**config.mk**
```make
export PLATFORM = sky130hd
export DESIGN_NAME = phase_deserializer
export DESIGN_NICKNAME = d
export VERILOG_FILES = /design/src/rtl/phase_deserializer.sv
export SDC_FILE = /design/constraint.sdc
export NUM_CORES = 1
export LEC_CHECK = 0
export CORE_MARGIN = 8
export CORE_UTILIZATION = 50
export DETAILED_ROUTE_END_ITERATION = 10
export PLACE_DENSITY = 0.77
export SKIP_CTS_REPAIR_TIMING = 1
export SYNTH_ARGS = -nofsm -noshare
export SYNTH_HDL_FRONTEND = slang
export SYNTH_SLANG_ARGS = --single-unit
```
**constraint.sdc**
```tcl
create_clock -name clk_i -period 2.3 [get_ports clk_i]
set_clock_uncertainty 0.05 [all_clocks]
set_input_delay 0.46 -clock clk_i [delete_from_list [all_inputs] [get_ports clk_i]]
set_output_delay 0.46 -clock clk_i [all_outputs]
set_load 0.02 [all_outputs]
```
**src/rtl/phase_deserializer.sv**
```systemverilog
// phase_deserializer: aligns fast-clock data beats to a slow-clock phase pulse,
// assembles MULT beats into one wide word and tracks lock on the pulse spacing.
// Optional feature: define PHASE_DESER_ERRCNT_EN to build the saturating error
// counter behind err_count_o; otherwise err_count_o is tied to zero.
module phase_deserializer #(
  parameter int unsigned MULT       = 4,
  parameter int unsigned DATA_WIDTH = 8,
  parameter int unsigned LOCK_COUNT = 4
) (
  input  logic                       clk_i,
  input  logic                       rst_i,
  input  logic                       phase_i,
  input  logic [DATA_WIDTH-1:0]      dat_i,
  output logic [DATA_WIDTH*MULT-1:0] dat_o,
  output logic                       valid_o,
  output logic                       locked_o,
  output logic                       err_o,
  output logic [15:0]                err_count_o
);

  localparam int unsigned CntW = (MULT > 1) ? $clog2(MULT) : 1;
  localparam logic [CntW-1:0] LastIdx = CntW'(MULT - 1);

  typedef enum logic [1:0] {StUnlocked, StLocking, StLocked} state_e;

  typedef logic [MULT-1:0][DATA_WIDTH-1:0] word_t;

  state_e          state_q, state_d;
  logic [CntW-1:0] cnt_q, cnt_d;
  logic [7:0]      good_q, good_d;
  logic [8:0]      good_inc;
  word_t           asm_q, asm_d;
  word_t           dat_q, dat_d;
  logic            valid_q, valid_d;
  logic            err_q, err_d;

  logic            last_beat;
  logic            correct;
  logic            early;
  logic            missing;
  logic [CntW-1:0] idx;
  logic            fire;

  // Beat tracking and pulse classification against the free-running counter.
  always_comb begin
    last_beat = (cnt_q == LastIdx);
    correct   = phase_i & last_beat;
    early     = phase_i & ~last_beat;
    missing   = ~phase_i & last_beat;
    if (phase_i || last_beat) begin
      idx = '0;
    end else begin
      idx = cnt_q + CntW'(1);
    end
    cnt_d    = idx;
    good_inc = {1'b0, good_q} + 9'd1;
  end

  // State register plus datapath registers; reset wins over everything.
  always_ff @(posedge clk_i) begin
    if (rst_i) begin
      state_q <= StUnlocked;
      cnt_q   <= LastIdx;
      good_q  <= '0;
      asm_q   <= '0;
      dat_q   <= '0;
      valid_q <= 1'b0;
      err_q   <= 1'b0;
    end else begin
      state_q <= state_d;
      cnt_q   <= cnt_d;
      good_q  <= good_d;
      asm_q   <= asm_d;
      dat_q   <= dat_d;
      valid_q <= valid_d;
      err_q   <= err_d;
    end
  end

  // Lock FSM next-state: count correctly spaced pulses, drop back on errors.
  always_comb begin
    state_d = state_q;
    good_d  = good_q;
    err_d   = 1'b0;
    case (state_q)
      StUnlocked: begin
        if (phase_i) begin
          state_d = StLocking;
          good_d  = '0;
        end
      end
      StLocking: begin
        if (correct) begin
          good_d = good_inc[7:0];
          if (good_inc == 9'(LOCK_COUNT)) begin
            state_d = StLocked;
          end
        end else if (early) begin
          // Realign to the new pulse and start counting again.
          err_d  = 1'b1;
          good_d = '0;
        end else if (missing) begin
          err_d   = 1'b1;
          state_d = StUnlocked;
        end
      end
      StLocked: begin
        if (early) begin
          err_d   = 1'b1;
          state_d = StLocking;
          good_d  = '0;
        end else if (missing) begin
          err_d   = 1'b1;
          state_d = StUnlocked;
        end
      end
      default: begin
        state_d = StUnlocked;
        good_d  = '0;
      end
    endcase
  end

  // Output/datapath: write the beat into its slot, publish complete locked words.
  always_comb begin
    asm_d      = asm_q;
    asm_d[idx] = dat_i;
    fire       = (idx == LastIdx) && (state_q == StLocked) && !err_d;
    dat_d      = fire ? asm_d : dat_q;
    valid_d    = fire;
    locked_o   = (state_q == StLocked);
    valid_o    = valid_q;
    err_o      = err_q;
    dat_o      = dat_q;
  end

`ifdef PHASE_DESER_ERRCNT_EN
  logic [15:0] err_cnt_q;

  // Saturating count of spacing errors, updated together with err_o.
  always_ff @(posedge clk_i) begin
    if (rst_i) begin
      err_cnt_q <= '0;
    end else if (err_d && (err_cnt_q != 16'hFFFF)) begin
      err_cnt_q <= err_cnt_q + 16'd1;
    end
  end

  assign err_count_o = err_cnt_q;
`else
  assign err_count_o = 16'h0000;
`endif

endmodule

```
; Yosys cells after proc, flatten, opt, wreduce, memory -nomap -nowiden
; Index checks and enable logic that the tools add are counted.
[word_totals]
register_bits = 78
latchBits = 0
ramBits = 0
mem_bits_ro = 0
input_bits = 11
wordCells = 56
n_memories = 0
[op_classes]
addsub = 2
n_mul = 0
div_mod_pow = 0
n_lt_le_gt_ge = 2
eq_ne = 8
shift = 0
muxes = 19
n_bitwise = 5
n_reduce_logical = 7
[ops]
columns = operator, count
row1 = bitwise mux 32 bit, 1
row2 = 2-to-1 mux 8 bit, 4
row3 = case mux 8 bit (3 select lines), 1
row4 = demux 8 bit (select 2 bit), 1
row5 = 2-to-1 mux 2 bit, 7
row6 = "adder 8 x 1 -> 9 bit, second input constant", 1
row7 = "== test 9 x 3 -> 1 bit, second input constant", 1
row8 = "== test 2 bit, second input constant", 3
row9 = "inequality test 3 bit, second input constant", 2
row10 = case mux 2 bit (3 select lines), 1
row11 = bitwise AND 1 bit, 3
row12 = logical AND 1 bit, 3
row13 = "< comparator 2 x 3 -> 1 bit, second input constant", 1
row14 = 2-to-1 mux 1 bit, 3
row15 = AND reduction 3 bit, 1
row16 = "adder 2 x 1 -> 2 bit, second input constant", 1
row17 = "== test 2 x 1 -> 1 bit, second input constant", 1
row18 = "greater-or-equal comparator 2 x 1 -> 1 bit, second input constant", 1
row19 = zero test 2 bit, 1
row20 = "inequality test 2 bit, second input constant", 1
row21 = inverter 1 bit, 2
row22 = case mux 1 bit (2 select lines), 1
row23 = zero test 1 bit, 1
row24 = logical OR 1 bit, 1

; Logic depth before layout (Yosys ltp)
[depth]
depth_word = 8
mapped_depth = 9
ltp_nobuf = 8

; Least setup slack after synthesis
; OpenSTA, ideal clock, no wires.
[synth_timing]
kind = register to register
from = register cnt_q[0]
to = register dat_q (netlist bit dat_o[0])
t_arrival_ps = 1751
t_required_ps = 2164
slack_ps = 414
path_stages_with_launch = 10
n_path_buf = 2
period_less_slack_ps = 1886
cell_sequence = dfxtp_1 -> ha_1 -> inv_1 -> ha_1 -> nand3_1 -> buf_4 -> nor2_4 -> buf_2 -> nor2_1 -> a211oi_1
[synth_via]
elab_chain_len = 8
word_cells_on_any_way = 22
classes_between = add/sub (1) / order compare (2) / eq/ne (2) / mux (8) / bitwise (4) / reduce/logical (5)
[synth_lines]
columns = element, line
row1 = "start, declared", 29  ; logic [CntW-1:0] cnt_q, cnt_d;
row2 = "start signal, assigned", 63  ; cnt_q <= LastIdx;
row3 = "start signal, assigned", 71  ; cnt_q <= cnt_d;
row4 = "parallel branches: the longest is 8 deep, another holds < comparator 2 x 3 -> 1 bit", -
row5 = "end signal, assigned", 74  ; dat_q <= dat_d;
row6 = "end, declared", 33  ; word_t dat_q, dat_d;
; Several ways; the timed one is not identified.
; A chain may end at the register's enable or synchronous reset.

; Worst setup path in the final report
[layout_timing]
from = register state_q[0]
to = output locked_o
[layout_via]
elab_chain_len = 1
[layout_lines]
columns = element, line
row1 = "start, declared", 28  ; state_e state_q, state_d;
row2 = "start signal, assigned", 62  ; state_q <= StUnlocked;
row3 = "start signal, assigned", 70  ; state_q <= state_d;
row4 = == test 2 bit, 131  ; locked_o = (state_q == StLocked);
row5 = "end, declared", 16  ; output logic locked_o,
; Every way passes these cells.

==> flow_summary.toml <==
[run_status]
status = "complete, no violations"

[sta]
setup_ws_ns = 0.190
finalHoldViolCount = 0
clock.fmax_mhz = 474
totalNegativeSetupSlack_ns = 0
fin_crit_sh = 0.918
slew_viol_final = 0
period_needed_ns = 2.11
hold_slack_ns = 0.436
setup_violations = 0
rsz0062_at_grt = "no"

[synthesis]
synth_seq_cells = 78
synth_most_common_cell = "dfxtp_1"
synth-xor-area-share = 0
postSynthCellCount = 344
avgSynthCellArea_sq_um = 9.47
synth.top_cells.by_area = "dfxtp_1 (48%), mux2i_1 (10%), nor2_1 (8.5%), a211oi_1 (7.8%), ha_1 (4.2%)"
synth_top_area_share = 0.479
ys_top_cells_by_count = "dfxtp_1 (78), nor2_1 (74), a211oi_1 (34), mux2i_1 (34), buf_4 (18)"
yosys_warnings = 0
synth_mux_area_frac = 0.116
synth_ff_type = "dfxtp_1"
synth_top_family_by_area = "simple AND/OR/NAND/NOR gates"
synth_area_sq_um = 3260
synthDistinctLibCells = 40
async_reset_ff_frac = 0
yosys.area_share.simple = 0.153
yosysTopAreaCell = "dfxtp_1"
synth_edf_count = 0
synth-adder-area-share = 0.0422
synth_compound_area_frac = 0.134
seq_area_frac_synth = 0.479

[setup_path]
critPathKind = "flop to output port"
critPathLaunchType = "flop"
required_ns = 1.79
cpPeakStageDelay_ns = 0.61
critPathCaptureType = "output port"
reg2reg_from = "cnt_q[0]"
path_buf_inv = 2
crit_family = "buffers and inverters"
cp_max_fo = 4
rr_worst_depth = 8
reg2reg_setup_slack_ns = 0.23
cp_slowest_cell = "clkdlybuf4s50_1"
crit_chain = "inv_1 -> ha_1 -> clkdlybuf4s50_1"
arrival_ns = 1.60
timing.rr.end = "dat_o[13]"

[drt]
avgViaCountPerCell = 5.25
drtAntennaViolNets = 0
drt_wl_total_um = 7030
wl_per_cell_um = 14.5
drt_iter0_markers = 165
num_vias = 2541
first_pass_iters = 4
drc_errors = 0

[placed_design]
dp_slack_ns = -0.0939
hpwlAfterDp_um = 5020
globalplace.congestion = 0.865
port_buffers = 45

[flow_run]
maxCapViolCount = 0

[min_path]
hold_class = "primary input to flop"
hold_depth = 2
worstHoldStart = "rst_i"
min_to = "good_q[1]"

[cells_and_area]
n_antenna_cell = 0
drive_above_1_share = 0.115
syn_to_final_growth_pct = 24.7
finish.utilization = 0.643
layout.nets = 424

[cts]
clock-sinks = 78
clock_path_buffers = 2
htreeDepth = 3
insertion_delay_ns = 0.35
numCtsBuffers = 9
cts_tree = "done"
clkTransAtPathRegs_ns = 0.08
root_buffer = "clkbuf_8"

[global_routing]
grt_max_degree = 65
grt_pass1_vias = 2462
grt_antenna_before_repair = 0
grt_usage = 0.152
grt_overflow = 0
grt_pass1_wl_um = 12000

[power]
pwr-share-clk = 0.356
switchingPower_w = 0.000755
switching_share = 0.264
vdd_drop_max_uv = 536
power_w = 0.00286
combPwrFrac = 0.151
power_density_nw_per_um2 = 703
p_int_w = 0.00210
power_leakage_nw = 1.63
pwr-share-seq = 0.493

[floorplan]
coreArea_sq_um = 6310
start_util = 0.516
placementRows = 29
die_h_um = 96.7
die_w_um = 96.7
die_area_sq_um = 9360
ioPinCount = 62
-- power groups by stage --
stage          sequential (W)  clock, W  combinational (W)
3_3_place_gp          0.00144         0           0.000420
2_1_floorplan         0.00144         0           0.000306
6_report              0.00141   0.00102           0.000433
5_1_grt               0.00141   0.00111           0.000475
3_5_place_dp          0.00144         0           0.000427
4_1_cts               0.00141   0.00104           0.000430
-- per-stage QoR --
stage / std cells / cell area [sq um]
finish: 484 / 4060
global route: 484 / 4060
CTS: 484 / 4060
detailed placement: 468 / 3860
global placement: 468 / 3860
floorplan: 359 / 3310
-- layout by cell type (no fill, tap or decap), types with 2 or more instances in the layout --
cell type and instances:
clkbuf_8 10, nand2b_1 3, nand3b_1 4, a21oi_1 11, nor3_1 5, a32oi_1 2
a31oi_1 3, clkdlybuf4s50_1 44, a211o_1 2, inv_1 8, mux2_2 2, nand2_1 8
nand3_1 5, mux2i_1 34, conb_1 16, dfxtp_1 78, a211oi_1 34, buf_12 4
o21ai_0 4, a2bb2oi_1 2, nor2_1 74, clkinv_2 2, buf_4 19, ha_1 11
nor2_2 2
-- worst register-to-register path: stages, from the launching register on --
cell and delay [ns]:
dfxtp_1 0.33, ha_1 0.27, inv_1 0.16, ha_1 0.29, nand3_1 0.20, nor2_4 0.18, buf_12 0.22, nor2_1 0.07
a211oi_1 0.23
-- cell families (layout without fill, tap and decap cells) --
| logic type | after synthesis | count (layout) |
|---|---|---|
| mux | 37 | 37 |
| fa+ha+maj | 11 | 11 |
| simple gates | 111 | 111 |
| compound gates | 62 | 62 |
| flops | 78 | 78 |
| other cells | 1 | 16 |
| buf+inv | 44 | 92 |
-- metal layers --
| layer | wire length, um | share of wire | vias up | GRT usage |
|---|---|---|---|---|
| met2 | 3180 | 0.45 | 58 | 0.231 |
| met5 | 0 | 0 | - | 0 |
| li1 | - | - | 1286 | - |
| met4 | 125 | 0.018 | 0 | 0.0746 |
| met3 | 391 | 0.056 | 13 | 0.0469 |
| met1 | 3330 | 0.47 | 1184 | 0.189 |
-- area by class of cell --
| cell class | instances | area [sq um] |
|---|---|---|
| fill | 535 | 2250 |
| sequential | 78 | 1560 |
| multi-input combinational | 237 | 1510 |
| timing repair buffer | 68 | 668 |
| clock buffer | 11 | 141 |
| tap | 77 | 96.3 |
| clock inverter | 5 | 56.3 |
| inverter | 8 | 30.0 |
-- how the worst max path moves through the flow --
stage | to | cells past startpoint | slack [ns] | start
3_5_place_dp | dat_o[6] | 8 | -0.09 | phase_i
2_1_floorplan | dat_o[0] | 9 | 0.41 | cnt_q[0]
6_report | locked_o | 3 | 0.19 | state_q[0]
5_1_grt | dat_o[19] | 8 | 0.01 | cnt_q[0]
4_1_cts | locked_o | 3 | 0.17 | state_q[0]
3_3_place_gp | dat_o[10] | 8 | -0.03 | phase_i
-- sequential cells by signal, summed over array words and instances (netlist names) --
| name | flops |
|---|---|
| asm_q | 32 |
| cnt_q | 2 |
| dat_o | 32 |
| valid_o | 1 |
| err_o | 1 |
| state_q | 2 |
| good_q | 8 |
Power figures use the tool's default switching activity.
